--- config.mk ---
export PLATFORM = sky130hd
export DESIGN_NAME = instr_encoder_loader
export DESIGN_NICKNAME = d
export VERILOG_FILES = /design/src/rtl/rv_pkg.sv /design/src/rtl/rv_instr_encode.sv /design/src/rtl/instr_encoder_loader.sv
export SDC_FILE = /design/constraint.sdc
export NUM_CORES = 1
export LEC_CHECK = 0
export CORE_MARGIN = 2
export CORE_UTILIZATION = 44
export DETAILED_ROUTE_END_ITERATION = 7
export GPL_TIMING_DRIVEN = 0
export PLACE_DENSITY = 0.76
export SLEW_MARGIN = 20
export SYNTH_ARGS = -nofsm -noshare
export SYNTH_HDL_FRONTEND = slang
export SYNTH_SLANG_ARGS = --single-unit
--- constraint.sdc ---
create_clock -name clk -period 2.2 [get_ports clk]
set_input_delay 0.55 -clock clk [delete_from_list [all_inputs] [get_ports clk]]
set_output_delay 0.55 -clock clk [all_outputs]
set_load 0.01 [all_outputs]
--- src/rtl/rv_pkg.sv ---
// Shared RV32I encoding constants and enumerations for the program loader.
package rv_pkg;

   localparam logic [6:0] OP_R      = 7'b0110011;
   localparam logic [6:0] OP_IMM    = 7'b0010011;
   localparam logic [6:0] OP_LOAD   = 7'b0000011;
   localparam logic [6:0] OP_STORE  = 7'b0100011;
   localparam logic [6:0] OP_BRANCH = 7'b1100011;
   localparam logic [6:0] OP_JAL    = 7'b1101111;

   // addi x0, x0, 0 -- written in place of any word that cannot be encoded
   localparam logic [31:0] NOP = 32'h0000_0013;

   // Encodings 6 and 7 are illegal and intentionally absent
   typedef enum logic [2:0] {
      K_R      = 3'd0,
      K_IALU   = 3'd1,
      K_LOAD   = 3'd2,
      K_STORE  = 3'd3,
      K_BRANCH = 3'd4,
      K_JAL    = 3'd5
   } kind_e;

   typedef enum logic [1:0] {
      S_IDLE,
      S_ACCEPT,
      S_WRITE,
      S_DONE
   } state_e;

endpackage

--- src/rtl/rv_instr_encode.sv ---
// Combinational field-to-word encoder; flags illegal kinds and out-of-range immediates.
module rv_instr_encode
   import rv_pkg::*;
(
   input  logic               [2:0]  kind,
   input  logic               [4:0]  rd,
   input  logic               [4:0]  rs1,
   input  logic               [4:0]  rs2,
   input  logic               [2:0]  funct3,
   input  logic                      funct7b5,
   input  logic signed        [20:0] imm,
   output logic               [31:0] word,
   output logic                      bad
);

   function automatic logic in_range(input logic signed [20:0] v, input int lo, input int hi);
      return (int'(v) >= lo) && (int'(v) <= hi);
   endfunction

   function automatic logic is_even(input logic signed [20:0] v);
      return !v[0];
   endfunction

   logic [31:0] raw;

   always_comb begin
      raw = NOP;
      bad = 1'b0;
      case (kind)
         K_R: begin
            raw = {1'b0, funct7b5, 5'b0, rs2, rs1, funct3, rd, OP_R};
         end
         K_IALU: begin
            raw = {imm[11:0], rs1, funct3, rd, OP_IMM};
            bad = !in_range(imm, -2048, 2047);
         end
         K_LOAD: begin
            raw = {imm[11:0], rs1, funct3, rd, OP_LOAD};
            bad = !in_range(imm, -2048, 2047);
         end
         K_STORE: begin
            raw = {imm[11:5], rs2, rs1, funct3, imm[4:0], OP_STORE};
            bad = !in_range(imm, -2048, 2047);
         end
         K_BRANCH: begin
            raw = {imm[12], imm[10:5], rs2, rs1, funct3, imm[4:1], imm[11], OP_BRANCH};
            bad = !(in_range(imm, -4096, 4094) && is_even(imm));
         end
         K_JAL: begin
            // a 21-bit signed field already spans the whole JAL reach
            raw = {imm[20], imm[10:1], imm[11], imm[19:12], rd, OP_JAL};
            bad = !is_even(imm);
         end
         default: begin
            bad = 1'b1;
         end
      endcase
      word = bad ? NOP : raw;
   end

endmodule

--- src/rtl/instr_encoder_loader.sv ---
// Streams encoded RV32I words into instruction memory, holding the core until the program is loaded.
module instr_encoder_loader
   import rv_pkg::*;
#(
   parameter int ADDR_W = 6,
   parameter int DEPTH  = 64
) (
   input  logic                clk,
   input  logic                reset,
   input  logic                start,
   input  logic                in_valid,
   output logic                in_ready,
   input  logic [2:0]          in_kind,
   input  logic [4:0]          in_rd,
   input  logic [4:0]          in_rs1,
   input  logic [4:0]          in_rs2,
   input  logic [2:0]          in_funct3,
   input  logic                in_funct7b5,
   input  logic [20:0]         in_imm,
   input  logic                in_last,
   output logic                imem_we,
   output logic [ADDR_W-1:0]   imem_addr,
   output logic [31:0]         imem_wdata,
   output logic                cpu_hold,
   output logic                busy,
   output logic                done,
   output logic                err,
   output logic [ADDR_W:0]     count
);

   localparam logic [ADDR_W:0] LAST_CNT = (ADDR_W+1)'(DEPTH - 1);

   state_e              state_q, state_n;
   logic [ADDR_W-1:0]   addr_q, addr_n;
   logic [ADDR_W:0]     count_q, count_n;
   logic                err_q, err_n;
   logic [31:0]         word_p1, word_n;
   logic                last_p1, last_n;

   logic signed [20:0]  imm_s;
   logic [31:0]         enc_word;
   logic                enc_bad;

   assign imm_s = $signed(in_imm);

   rv_instr_encode u_encode (
      .kind     (in_kind),
      .rd       (in_rd),
      .rs1      (in_rs1),
      .rs2      (in_rs2),
      .funct3   (in_funct3),
      .funct7b5 (in_funct7b5),
      .imm      (imm_s),
      .word     (enc_word),
      .bad      (enc_bad)
   );

   always_ff @(posedge clk or posedge reset) begin
      if (reset) begin
         state_q <= S_IDLE;
         addr_q  <= '0;
         count_q <= '0;
         err_q   <= 1'b0;
         word_p1 <= '0;
         last_p1 <= 1'b0;
      end else begin
         state_q <= state_n;
         addr_q  <= addr_n;
         count_q <= count_n;
         err_q   <= err_n;
         word_p1 <= word_n;
         last_p1 <= last_n;
      end
   end

   always_comb begin
      state_n  = state_q;
      addr_n   = addr_q;
      count_n  = count_q;
      err_n    = err_q;
      word_n   = word_p1;
      last_n   = last_p1;
      in_ready = 1'b0;
      imem_we  = 1'b0;
      busy     = 1'b0;
      done     = 1'b0;
      cpu_hold = 1'b1;
      case (state_q)
         S_IDLE: begin
            if (start) begin
               state_n = S_ACCEPT;
               addr_n  = '0;
               count_n = '0;
               err_n   = 1'b0;
            end
         end
         // Stage p0 -> p1: encode the accepted beat into the write register
         S_ACCEPT: begin
            in_ready = 1'b1;
            busy     = 1'b1;
            if (in_valid) begin
               word_n  = enc_word;
               last_n  = in_last;
               err_n   = err_q | enc_bad;
               state_n = S_WRITE;
            end
         end
         S_WRITE: begin
            imem_we = 1'b1;
            busy    = 1'b1;
            addr_n  = addr_q + 1'b1;
            count_n = count_q + 1'b1;
            if (last_p1) begin
               state_n = S_DONE;
            end else if (count_q == LAST_CNT) begin
               // memory full without a final beat: stop and flag the truncation
               state_n = S_DONE;
               err_n   = 1'b1;
            end else begin
               state_n = S_ACCEPT;
            end
         end
         S_DONE: begin
            done     = 1'b1;
            cpu_hold = 1'b0;
            if (start) begin
               state_n = S_ACCEPT;
               addr_n  = '0;
               count_n = '0;
               err_n   = 1'b0;
            end
         end
         default: begin
            state_n = S_IDLE;
         end
      endcase
   end

   assign imem_addr  = addr_q;
   assign imem_wdata = word_p1;
   assign err        = err_q;
   assign count      = count_q;

endmodule

==> impl_metrics.py <==
metrics = {
    "global_route": {
        "grt_usage": 0.2294,
        "antenna_found_initial": 0,
        "grt_overflow": 0,
        "grt_pass1_vias": 2493,
        "grt_pass1_wl_um": 11890,
        "grt_max_degree": 34,
    },
    "cells_and_area": {
        "fin_area_um2": 3983,
        "nets": 430,
        "n_antenna_cell": 0,
        "area_growth_pct": 51.43,
        "final_core_util": 0.6807,
        "final_common_cell": "clkdlybuf4s50_1",
        "drive_above_1_share": 0.1290,
        "fillers": 455,
        "mostFrequentLayoutCells": "88 x clkdlybuf4s50_1, 47 x dfrtp_1, 23 x a22o_1, 22 x a21oi_1, 16 x a32o_1",
    },
    "floorplanning": {
        "die_w_um": 81.32,
        "io_pins": 99,
        "row_count": 28,
        "start_util": 0.4495,
        "die_h_um": 81.32,
        "die_area_um2": 6612,
        "core_area_um2": 5851,
    },
    "clock_tree": {
        "insertion_delay_ns": 0.30,
        "cts_sinks": 47,
        "cts_made_buffers": 5,
        "path_clk_slew_ns": 0.09,
        "htreeDepth": 2,
        "postCtsHoldBufs": 0,
        "clock-root-buffer": "clkbuf_8",
        "clockBufferDepth": 2,
        "cts_tree": "done",
    },
    "sta": {
        "fmax_mhz": 460.6,
        "period_needed_ns": 2.171,
        "final_max_slew_viol_count": 0,
        "finalCritPeriodShare": 0.9868,
        "slew_headroom": 0.6484,
        "setup_violations": 0,
        "worst_pin_slew_ns": 0.5274,
        "fin_skew_ns": 0.008527,
        "finalHoldViolCount": 0,
    },
    "critical_path": {
        "worstPathRequired_ns": 2.38,
        "cp-start-kind": "input port",
        "regToRegSetupSlack_ns": 0.12,
        "worstSetupEndpointType": "flip-flop",
        "crit_fanout": 5,
        "crit_start": "in_imm[12]",
        "endpoint": "imem_wdata[25]",
        "r2r-start": "state_q[0]",
        "rr_worst_depth": 7,
        "crit_type": "input port to flip-flop",
        "crit_arrival_ns": 2.36,
        "timing.rr.end": "count[6]",
    },
    "detailed_routing": {
        "wl_per_cell_um": 17.03,
        "routed_wl_um": 7611,
        "drc": 0,
        "vias": 2618,
        "drt_first_pass_iters": 7,
        "initialDrtViolationCount": 137,
        "via_per_inst": 5.857,
        "drtAntennaViolNets": 0,
    },
    "placement": {
        "hpwl_um": 5409,
        "io_buffers": 97,
        "placed_cell_area_um2": 3715,
        "place_congestion": 0.8641,
    },
    "synth": {
        "yosysSeqAreaShare": 0.4472,
        "synth_area_um2": 2630,
        "synth_largest_area_cell": "dfrtp_1",
        "netlist_instances": 260,
        "async_flop_share": 1.000,
        "synth_warnings": 0,
        "synth-main-ff-cell": "dfrtp_1",
        "synth_seq_cells": 47,
        "synth_nets": 318,
        "synthTopCellsByArea": "dfrtp_1 45%, a22o_1 7.7%, a32o_1 6.1%",
        "avgSynthCellArea_um2": 10.12,
        "synth-edff-count": 0,
        "synth_cell_type_count": 45,
        "netlist.area_leader.share": 0.4472,
    },
    "hold_path": {
        "hold_path_depth": 1,
        "hold_class": "flip-flop to flip-flop",
    },
    "power_and_ir_drop": {
        "vdd_ir_drop_max_mv": 0.5307,
        "p_per_area_nw_per_um2": 1032,
        "power.leakage_nw": 1.667,
    },
    "run_status": {
        "status": "complete, no violations",
    },
    "run": {
        "cap_violations": 0,
    },
}
report_power, final:
part           total [mW]  switching [mW]  internal, mW  leakage [nW]
combinational        2.17            1.01          1.16          1.01
clock               0.536           0.289         0.247        0.0470
sequential           1.41           0.239          1.17         0.614
cell families after synthesis:
| family | count (synthesis) | synth area share |
|---|---|---|
| adders and majority gates | 10 | 0.04757 |
| muxes | 7 | 0.02759 |
| DFF | 47 | 0.4472 |
| AOI/OAI and AO/OA | 105 | 0.3002 |
| buffers and inverters | 33 | 0.05899 |
| xor gates and xnor gates | 3 | 0.009992 |
| and+or+nand+nor | 55 | 0.1085 |
state kept, by name, summed over array words and instances (netlist names):
signal	cells
imem_wdata	30
count	7
imem_addr	6
state_q	2
err	1
last_p1	1
critical path: stages:
cell	delay [ns]
clkdlybuf4s50_1	0.50
nand4_1	0.15
nor3_2	0.06
a221o_1	0.35
and4bb_4	0.22
buf_4	0.15
buf_6	0.12
a32o_1	0.24
cell usage after synthesis, types with 4 or more instances:
master    instances
mux2i_1           5
a32o_1           16
and3_1            4
nand2_1          14
nor3_1            6
o21ai_0          11
a22oi_1          11
ha_1             10
a22o_1           23
clkbuf_1         14
nor2_1           11
a221oi_1          9
a21oi_1          23
inv_1            11
dfrtp_1          47
buf_4             4
nand3_1           5
layout make-up:
type	count	area (um^2)	area share
plain buffers	20	133.9	0.03362
inverters	12	46.29	0.01162
flip-flops and latches	47	1176	0.2953
clock buffers	6	82.58	0.02074
multi-input cells	180	1373	0.3446
clock inverters	1	5.005	0.001257
repair buffers	106	1072	0.2692
well taps	75	93.84	0.02356
worst min path at each step:
stage	start	end	slack, ns
2_1_floorplan	last_p1	last_p1	0.50
3_3_place_gp	imem_wdata[28]	imem_wdata[28]	0.47
3_5_place_dp	imem_wdata[28]	imem_wdata[28]	0.48
4_1_cts	imem_wdata[28]	imem_wdata[28]	0.50
5_1_grt	imem_wdata[28]	imem_wdata[28]	0.51
6_report	imem_wdata[8]	imem_wdata[8]	0.50
per-layer routing:
metal,GRT usage,wire length (um),vias up
met5,0,0,-
met4,0.07458,134,0
met3,0.03111,461,13
met2,0.3787,3760,108
met1,0.3110,3254,1270
li1,-,-,1227
per-stage QoR:
step	hold WS [ns]	total power [mW]	std cells	worst slack, ns	setup TNS (ns)
after floorplan	0.4982	2.415	260	0.2142	0
after global placement	0.4743	3.397	432	-0.7191	-40.53
after detailed placement	0.4838	3.446	433	-0.7352	-19.57
after CTS	0.5036	4.080	447	0.03750	0
after global routing	0.5142	4.374	447	-0.01704	-0.05988
final	0.5005	4.111	447	0.02913	0
timing repair:
item | CTS | global route
pin swaps | 3 | 4
setup endpoints to repair | 40 | 33
gates cloned | 2 | 0
buffers inserted | 6 | 0
endpoints found under the hold margin | 0 | 0
gates resized for setup | 27 | 13
Note: power is estimated with default switching activity, not from simulation.
